===== config.mk =====
export PLATFORM = sky130hd
export DESIGN_NAME = regfile_mport
export DESIGN_NICKNAME = d
export VERILOG_FILES = /design/src/rtl/core_pkg.sv /design/src/rtl/regfile_rd_port.sv /design/src/rtl/regfile_mport.sv
export SDC_FILE = /design/constraint.sdc
export NUM_CORES = 2
export LEC_CHECK = 0
export CAP_MARGIN = 10
export CORE_MARGIN = 3
export CORE_UTILIZATION = 55
export CTS_CLUSTER_DIAMETER = 60
export CTS_CLUSTER_SIZE = 40
export DETAILED_ROUTE_END_ITERATION = 8
export PLACE_DENSITY = 0.72
export RECOVER_POWER = 50
export SYNTH_ARGS = -nofsm -noshare
export SYNTH_HDL_FRONTEND = slang
export SYNTH_SLANG_ARGS = --single-unit
export TNS_END_PERCENT = 30

===== constraint.sdc =====
create_clock -name clk -period 2.4 [get_ports clk]
set_input_delay 0.36 -clock clk [delete_from_list [all_inputs] [get_ports clk]]
set_output_delay 0.36 -clock clk [all_outputs]
set_load 0.01 [all_outputs]

===== src/rtl/core_pkg.sv =====
// Shared core definitions: default datapath width, register-address type and the
// hardwired-zero register address.
package core_pkg;

   localparam int XLEN_DEF   = 32;
   localparam int REG_ADDR_W = 5;

   typedef logic [REG_ADDR_W-1:0] reg_addr_t;

   localparam reg_addr_t ZERO_ADDR = '0;

endpackage


===== src/rtl/regfile_rd_port.sv =====
// One registered read port: picks zero / bypassed write data / stored value and
// holds it in the output register with a one-cycle valid flag.
module regfile_rd_port
   import core_pkg::*;
#(
   parameter int XLEN     = XLEN_DEF,
   parameter int NREGS    = 32,
   parameter int AW       = $clog2(NREGS),
   parameter int NWR      = 1,
   parameter int BYPASS   = 1,
   parameter int ZERO_REG = 1
) (
   input  logic                clk,
   input  logic                rst_n,
   input  logic                i_rd_en,
   input  logic [AW-1:0]       i_rd_addr,
   input  logic [XLEN-1:0]     i_regs [NREGS],
   input  logic [NWR-1:0]      i_wr_en,
   input  logic [NWR*AW-1:0]   i_wr_addr,
   input  logic [NWR*XLEN-1:0] i_wr_data,
   output logic [XLEN-1:0]     o_rd_data,
   output logic                o_rd_valid
);

   logic            w_byp_hit;
   logic [XLEN-1:0] w_byp_data;
   logic [XLEN-1:0] w_rd_val;
   logic [XLEN-1:0] r_rd_data;
   logic            r_rd_valid;

   // Scan ascending so the highest-index matching write port supplies the data.
   always_comb begin
      w_byp_hit  = 1'b0;
      w_byp_data = '0;
      for (int w = 0; w < NWR; w++) begin
         if (i_wr_en[w] && (i_wr_addr[w*AW +: AW] == i_rd_addr)) begin
            w_byp_hit  = 1'b1;
            w_byp_data = i_wr_data[w*XLEN +: XLEN];
         end
      end
   end

   always_comb begin
      if ((ZERO_REG != 0) && (i_rd_addr == AW'(ZERO_ADDR)))
         w_rd_val = '0;
      else if ((BYPASS != 0) && w_byp_hit)
         w_rd_val = w_byp_data;
      else
         w_rd_val = i_regs[i_rd_addr];
   end

   always_ff @(posedge clk) begin
      if (!rst_n) begin
         r_rd_data  <= '0;
         r_rd_valid <= 1'b0;
      end else begin
         r_rd_valid <= i_rd_en;
         if (i_rd_en)
            r_rd_data <= w_rd_val;
      end
   end

   assign o_rd_data  = r_rd_data;
   assign o_rd_valid = r_rd_valid;

endmodule


===== src/rtl/regfile_mport.sv =====
// Multi-port integer register file for the decode stage: NWR writebacks and NRD
// registered operand reads per cycle, optional write bypass and hardwired-zero r0.
module regfile_mport
   import core_pkg::*;
#(
   parameter int XLEN     = XLEN_DEF,
   parameter int NREGS    = 32,
   parameter int NRD      = 2,
   parameter int NWR      = 1,
   parameter int BYPASS   = 1,
   parameter int ZERO_REG = 1
) (
   input  logic                          clk,
   input  logic                          rst_n,
   input  logic [NRD-1:0]                rd_en,
   input  logic [NRD*$clog2(NREGS)-1:0]  rd_addr,
   output logic [NRD*XLEN-1:0]           rd_data,
   output logic [NRD-1:0]                rd_valid,
   input  logic [NWR-1:0]                wr_en,
   input  logic [NWR*$clog2(NREGS)-1:0]  wr_addr,
   input  logic [NWR*XLEN-1:0]           wr_data
);

   localparam int AW = $clog2(NREGS);

   logic [XLEN-1:0] r_regs [NREGS];

   // Ascending port order: the highest-index write to an address is assigned last and wins.
   always_ff @(posedge clk) begin
      if (!rst_n) begin
         for (int i = 0; i < NREGS; i++)
            r_regs[i] <= '0;
      end else begin
         for (int w = 0; w < NWR; w++) begin
            if (wr_en[w] && !((ZERO_REG != 0) && (wr_addr[w*AW +: AW] == AW'(ZERO_ADDR))))
               r_regs[wr_addr[w*AW +: AW]] <= wr_data[w*XLEN +: XLEN];
         end
      end
   end

   for (genvar p = 0; p < NRD; p++) begin : g_rd
      regfile_rd_port #(
         .XLEN     (XLEN),
         .NREGS    (NREGS),
         .AW       (AW),
         .NWR      (NWR),
         .BYPASS   (BYPASS),
         .ZERO_REG (ZERO_REG)
      ) u_rd_port (
         .clk        (clk),
         .rst_n      (rst_n),
         .i_rd_en    (rd_en[p]),
         .i_rd_addr  (rd_addr[p*AW +: AW]),
         .i_regs     (r_regs),
         .i_wr_en    (wr_en),
         .i_wr_addr  (wr_addr),
         .i_wr_data  (wr_data),
         .o_rd_data  (rd_data[p*XLEN +: XLEN]),
         .o_rd_valid (rd_valid[p])
      );
   end

endmodule


# Yosys cells after proc, flatten, opt, wreduce, memory -nomap -nowiden

Index checks and enable logic that the tools add are counted.

Add/subtract/negate cells: 0
Shift operators: 0
Div/mod/pow operators: 0
Multipliers: 0
Equality and inequality tests: 2
Magnitude comparators: 4
Reduce and logical (&&, ||, !) cells: 8
Mux-type cells: 17
Bitwise operators: 3

Operators by type and width:

| operator                                                                     | number |
|---|---|
| 1024-bit bitwise mux                                                         | 1 |
| 32-bit 2-to-1 mux                                                            | 11 |
| 32-bit binary-select mux with 5-bit select                                   | 2 |
| 32-bit demux with 5-bit select                                               | 1 |
| 6-bit >= comparator, second input constant                                   | 3 |
| 5-bit inverter with 6-bit output                                             | 3 |
| 5-bit logical NOT                                                            | 3 |
| 5-bit equality test                                                          | 2 |
| 6-bit by 1-bit less-than comparator with 1-bit output, second input constant | 1 |
| 1-bit logical AND                                                            | 4 |
| 1-bit 2-to-1 mux                                                             | 2 |
| 1-bit logical NOT                                                            | 1 |

Register bits: 1090
Memory bits (writable): 0
ROM bits: 0
Logic and storage cells: 70
Input port bits: 52
Memories kept: 0
Output and inout bits: 66
Bits in latches: 0

# Longest topological paths before layout

Word-level depth: 6
Gate-level depth with buffers: 9
Gate-level depth less buffers: 5

# By module

A second synthesis with hierarchy kept.

Cells, all modules: 5255
Area, all modules: 55537.0 um^2

By module, submodules not included:

| module          | cells an instance | area each (um^2) | times used | sequential area each (um^2) |
|---|---|---|---|---|
| regfile_mport   | 3435              | 36038.3          | 1          | 20499.7 |
| regfile_rd_port | 910               | 9749.4           | 2          | 660.6 |

# Worst setup path before layout

Ideal clock, no wire load.

Path kind: input to register
Start point: input rd_addr[7]
End point: register g_rd[1].u_rd_port.r_rd_data[30]
Setup slack: 0.311 ns
Data arrival time: 1.959 ns
Data required time: 2.270 ns
Setup time: 0.130 ns
Stages on the path: 8
Buffers on the path: 3
Path through: buf_2 -> clkbuf_1 -> buf_1 -> mux4_2 -> a22oi_1 -> nand2_1 -> a222oi_1 -> o21ai_1

Cells in the longest elaborated chain, start to end: 6
Elaborated cells on any way between the ends: 11
Those cells by class: eq/ne (1); mux (7); bitwise (1); reduce/logical (2)

Ends and longest elaborated chain:

| what                                                   | RTL line              | text |
|---|---|---|
| start: declaration                                     | regfile_mport.sv:16   | `input logic [NRD*$clog2(NREGS)-1:0] rd_addr,` |
| 5-bit inverter with 6-bit output (implied by the code) | regfile_rd_port.sv:49 | `w_rd_val = i_regs[i_rd_addr];` |
| 32-bit binary-select mux with 5-bit select             | regfile_rd_port.sv:49 |  |
| 32-bit 2-to-1 mux (implied by the code) (2 in a row)   | regfile_rd_port.sv:49 |  |
| 32-bit 2-to-1 mux                                      | regfile_rd_port.sv:46 | `else if ((BYPASS != 0) && w_byp_hit)` |
| 32-bit 2-to-1 mux *                                    | regfile_rd_port.sv:44 | `if ((ZERO_REG != 0) && (i_rd_addr == AW'(ZERO_ADDR)))` |
| end signal: assignment                                 | regfile_rd_port.sv:59 | `r_rd_data <= w_rd_val;` |
| end: declaration                                       | regfile_rd_port.sv:28 | `logic [XLEN-1:0] r_rd_data;` |

Every way passes the cells marked *; elsewhere a longest branch is shown, timed or not. The select of a mux whose other input is x is not followed.
A chain may end at the register's enable or synchronous reset.

# Worst setup path after layout

Start point: register g_rd[1].u_rd_port.r_rd_data[5]
End point: output rd_data[37]

RTL lines:

| what             | RTL line            | text |
|---|---|---|
| end: declaration | regfile_mport.sv:17 | `output logic [NRD*XLEN-1:0] rd_data,` |

No word-level cell between the ends.

==> results by group <==
Clock network
  – TritonCTS clock tree: built
  – Post-CTS setup buffer count: 0
  – # H-tree levels: 3
  – Worst-Skew Late Latency: 740 ps
  – Max clock buf depth: 3
  – Number of buffers created by CTS: 94
  – Clock slew at reported path FFs: 90 ps
  – Clk root buf: clkbuf_16
  – CTS sink count: 1090

Finish
  – ANT cells: 0
  – Commonest cells after routing, fill and taps aside: nand2_1 (2043), dfxtp_1 (1090), a21boi_0 (899), mux2i_1 (384), mux4_2 (320)
  – Area grow syn2layout: 15.9%
  – Share of cells above drive strength 1: 17.3%
  – Final nets: 6294
  – FF/Latch Area: 0.0218 mm^2
  – Fill count: 8188
  – Most common cell after layout, fill and taps aside: nand2_1
  – Final Non-Filler Cells: 7691
  – Multi-input gate area: 0.0320 mm^2
  – Final Cell Area: 0.0656 mm^2

Synthesis
  – Syn_area_per_cell: 9.11 um^2
  – Asr flop ratio synth: 0%
  – Mapped Nets: 6264
  – Yosys cell types: 47
  – Top_reg_cell synth: dfxtp_1
  – Post-Syn Area: 0.0566 mm^2
  – Post-Syn Instances: 6212
  – Post-synth EDFFs: 0
  – Warnings from Yosys: 0
  – Sequential element share of the synthesized area: 38.5%
  – Yosys reg bits: 1090

Die
  – Core area: 0.102 mm^2
  – Die H: 327 um
  – # IOs: 118
  – Die width: 327 um
  – Die area: 0.107 mm^2
  – Rows: 117
  – Initial Utilization: 55.6%

Routing
  – First-pass detailed-route iteration total: 8
  – Post-route ant nets: 0
  – Wire per inst: 27.0 um
  – Initial DRC count: 7300
  – Vias: 50900
  – Vias per cell: 6.61
  – Drt drc: 0
  – Total routed wirelength: 208000 um

Critical path
  – Worst path slowest cell: clkdlybuf4s50_1
  – Delay-heaviest family, CP: buffers and inverters
  – CP startpoint kind: flip-flop
  – Worst EP required: 2040 ps
  – Critical path class: flip-flop to primary output
  – Crit-path cells: clkdlybuf4s50_1
  – Critical path buffers and inverters: 1
  – WP depth: 1
  – CP max stage delay: 630 ps
  – Crit path DAT: 1980 ps
  – CP Max Fanout: 2
  – R2R depth: 5
  – Crit. End Element: primary output

STA
  – Max frequency: 428 MHz
  – Actual slew at the worst max-slew pin: 1540 ps
  – Period utilisation layout: 97.3%
  – Max-slew headroom: -2.68%
  – Hold Fails Final Rpt: 0
  – Fin crit period: 2340 ps
  – TNS Setup: 0 ps
  – Final setup violation count: 0
  – Final Skew: 42.9 ps
  – RSZ-0062 raised after global routing: no
  – Slack of the critical path: 64.5 ps
  – Fin. max-slew vios: 200

Global routing
  – First-pass GRT wire length: 309000 um
  – Remaining global-route overflow: 0
  – Vias in the first global route: 48700
  – Initial antenna violation count: 2
  – Total track usage: 37.9%
  – Pin count of the biggest net entering global routing: 225

Status
  – Violated checks: slew limit
  – Outcome: complete, but fails checks

Place
  – Post-Place Cells: 7513
  – Gpl congestion: 0.939
  – HPWL Detailed: 133000 um
  – Post-place instance area: 0.0627 mm^2
  – Port Buffer Count: 117
  – Dpl ws: -204 ps

Job
  – Max Cap Viol: 0

Hold path
  – Hold crit path type: primary input to flip-flop
  – Worst Hold Depth: 3

Pwr
  – Total power divided by cell area: 607 mW/mm^2
  – VDD IR-drop max: 0.533 mV
  – Pwr Total: 39800 uW
  – Pleak: 0.0226 uW
-- worst paths after layout --
| path | from | slack [ps] | to |
|---|---|---|---|
| setup / recovery | g_rd[1].u_rd_port.o_rd_data[5]$_SDFFE_PN0P_ | 60 | rd_data[37] |
| hold / removal | rd_addr[1] | 230 | g_rd[0].u_rd_port.o_rd_data[1]$_SDFFE_PN0P_ |
| setup reg to reg | r_regs[516]$_SDFFE_PN0P_ | 370 | g_rd[1].u_rd_port.o_rd_data[4]$_SDFFE_PN0P_ |
| hold reg to reg | r_regs[358]$_SDFFE_PN0P_ | 470 | r_regs[358]$_SDFFE_PN0P_ |
-- logic make-up after synthesis --
kind of cell | Yosys count | share of synthesized area [%]
flip-flops | 1090 | 38.5
AND/OR/NAND/NOR | 2191 | 15.0
XOR/XNOR | 10 | 0.155
multiplexers | 704 | 19.5
AO/OA/AOI/OAI | 1541 | 21.4
buffers and inverters | 676 | 5.34
-- timing repair --
item	4_1_cts	5_1_grt
setup endpoints to repair	0	0
hold buffers	1	0
hold endpoints to repair	7	0
gates resized for setup	0	0
-- synth_stat cells (all sizes together) (34+ instances only) --
cell type  instances  area (um^2)
a21boi           992         7450
a221oi            96          997
a22o              96          841
a22oi            160         1200
and2              39          244
buf              198         1210
clkbuf           476         1800
dfxtp           1090        21800
mux2i            384         3840
mux4             320         7210
nand2           2054         7710
nor2b             38          238
o21ai             34          170
-- stage by stage --
step	util, %	hold slack [ps]
final	64.4	226
after global routing	64.4	237
after CTS	64.9	202
after detailed placement	61.5	455
after global placement	61.5	447
after floorplan	-	442
-- per-layer routing --
layer | wire, um | vias to the layer above | GRT usage [%] | share of wire (%)
met5 | 9 | - | 0 | 0.0043
met3 | 28700 | 843 | 10.8 | 14
li1 | - | 21900 | - | -
met1 | 77400 | 24500 | 50.2 | 37
met2 | 89500 | 3561 | 56.8 | 43
met4 | 12100 | 2 | 18.6 | 5.8
-- power breakdown --
| group | internal (uW) | switching (uW) | total (uW) |
|---|---|---|---|
| registers | 18200 | 165 | 18400 |
| logic | 1730 | 2520 | 4250 |
| clock network | 8350 | 8820 | 17200 |
-- flip-flops by register name, indices dropped and copies added (netlist names) --
| signal | count |
|---|---|
| g_rd.u_rd_port.o_rd_valid | 2 |
| g_rd.u_rd_port.o_rd_data | 64 |
| r_regs | 1024 |
-- layout make-up --
class	count	share of cell area (%)
Sequential cell	1090	33.3
Clock inverter	82	1.73
Multi-Input combinational cell	4446	48.9
Tap cell	1368	2.61
Timing Repair Buffer	608	9.92
Inverter	2	0.0114
Clock buffer	95	3.61
Note: power is estimated with default switching activity, not from simulation.
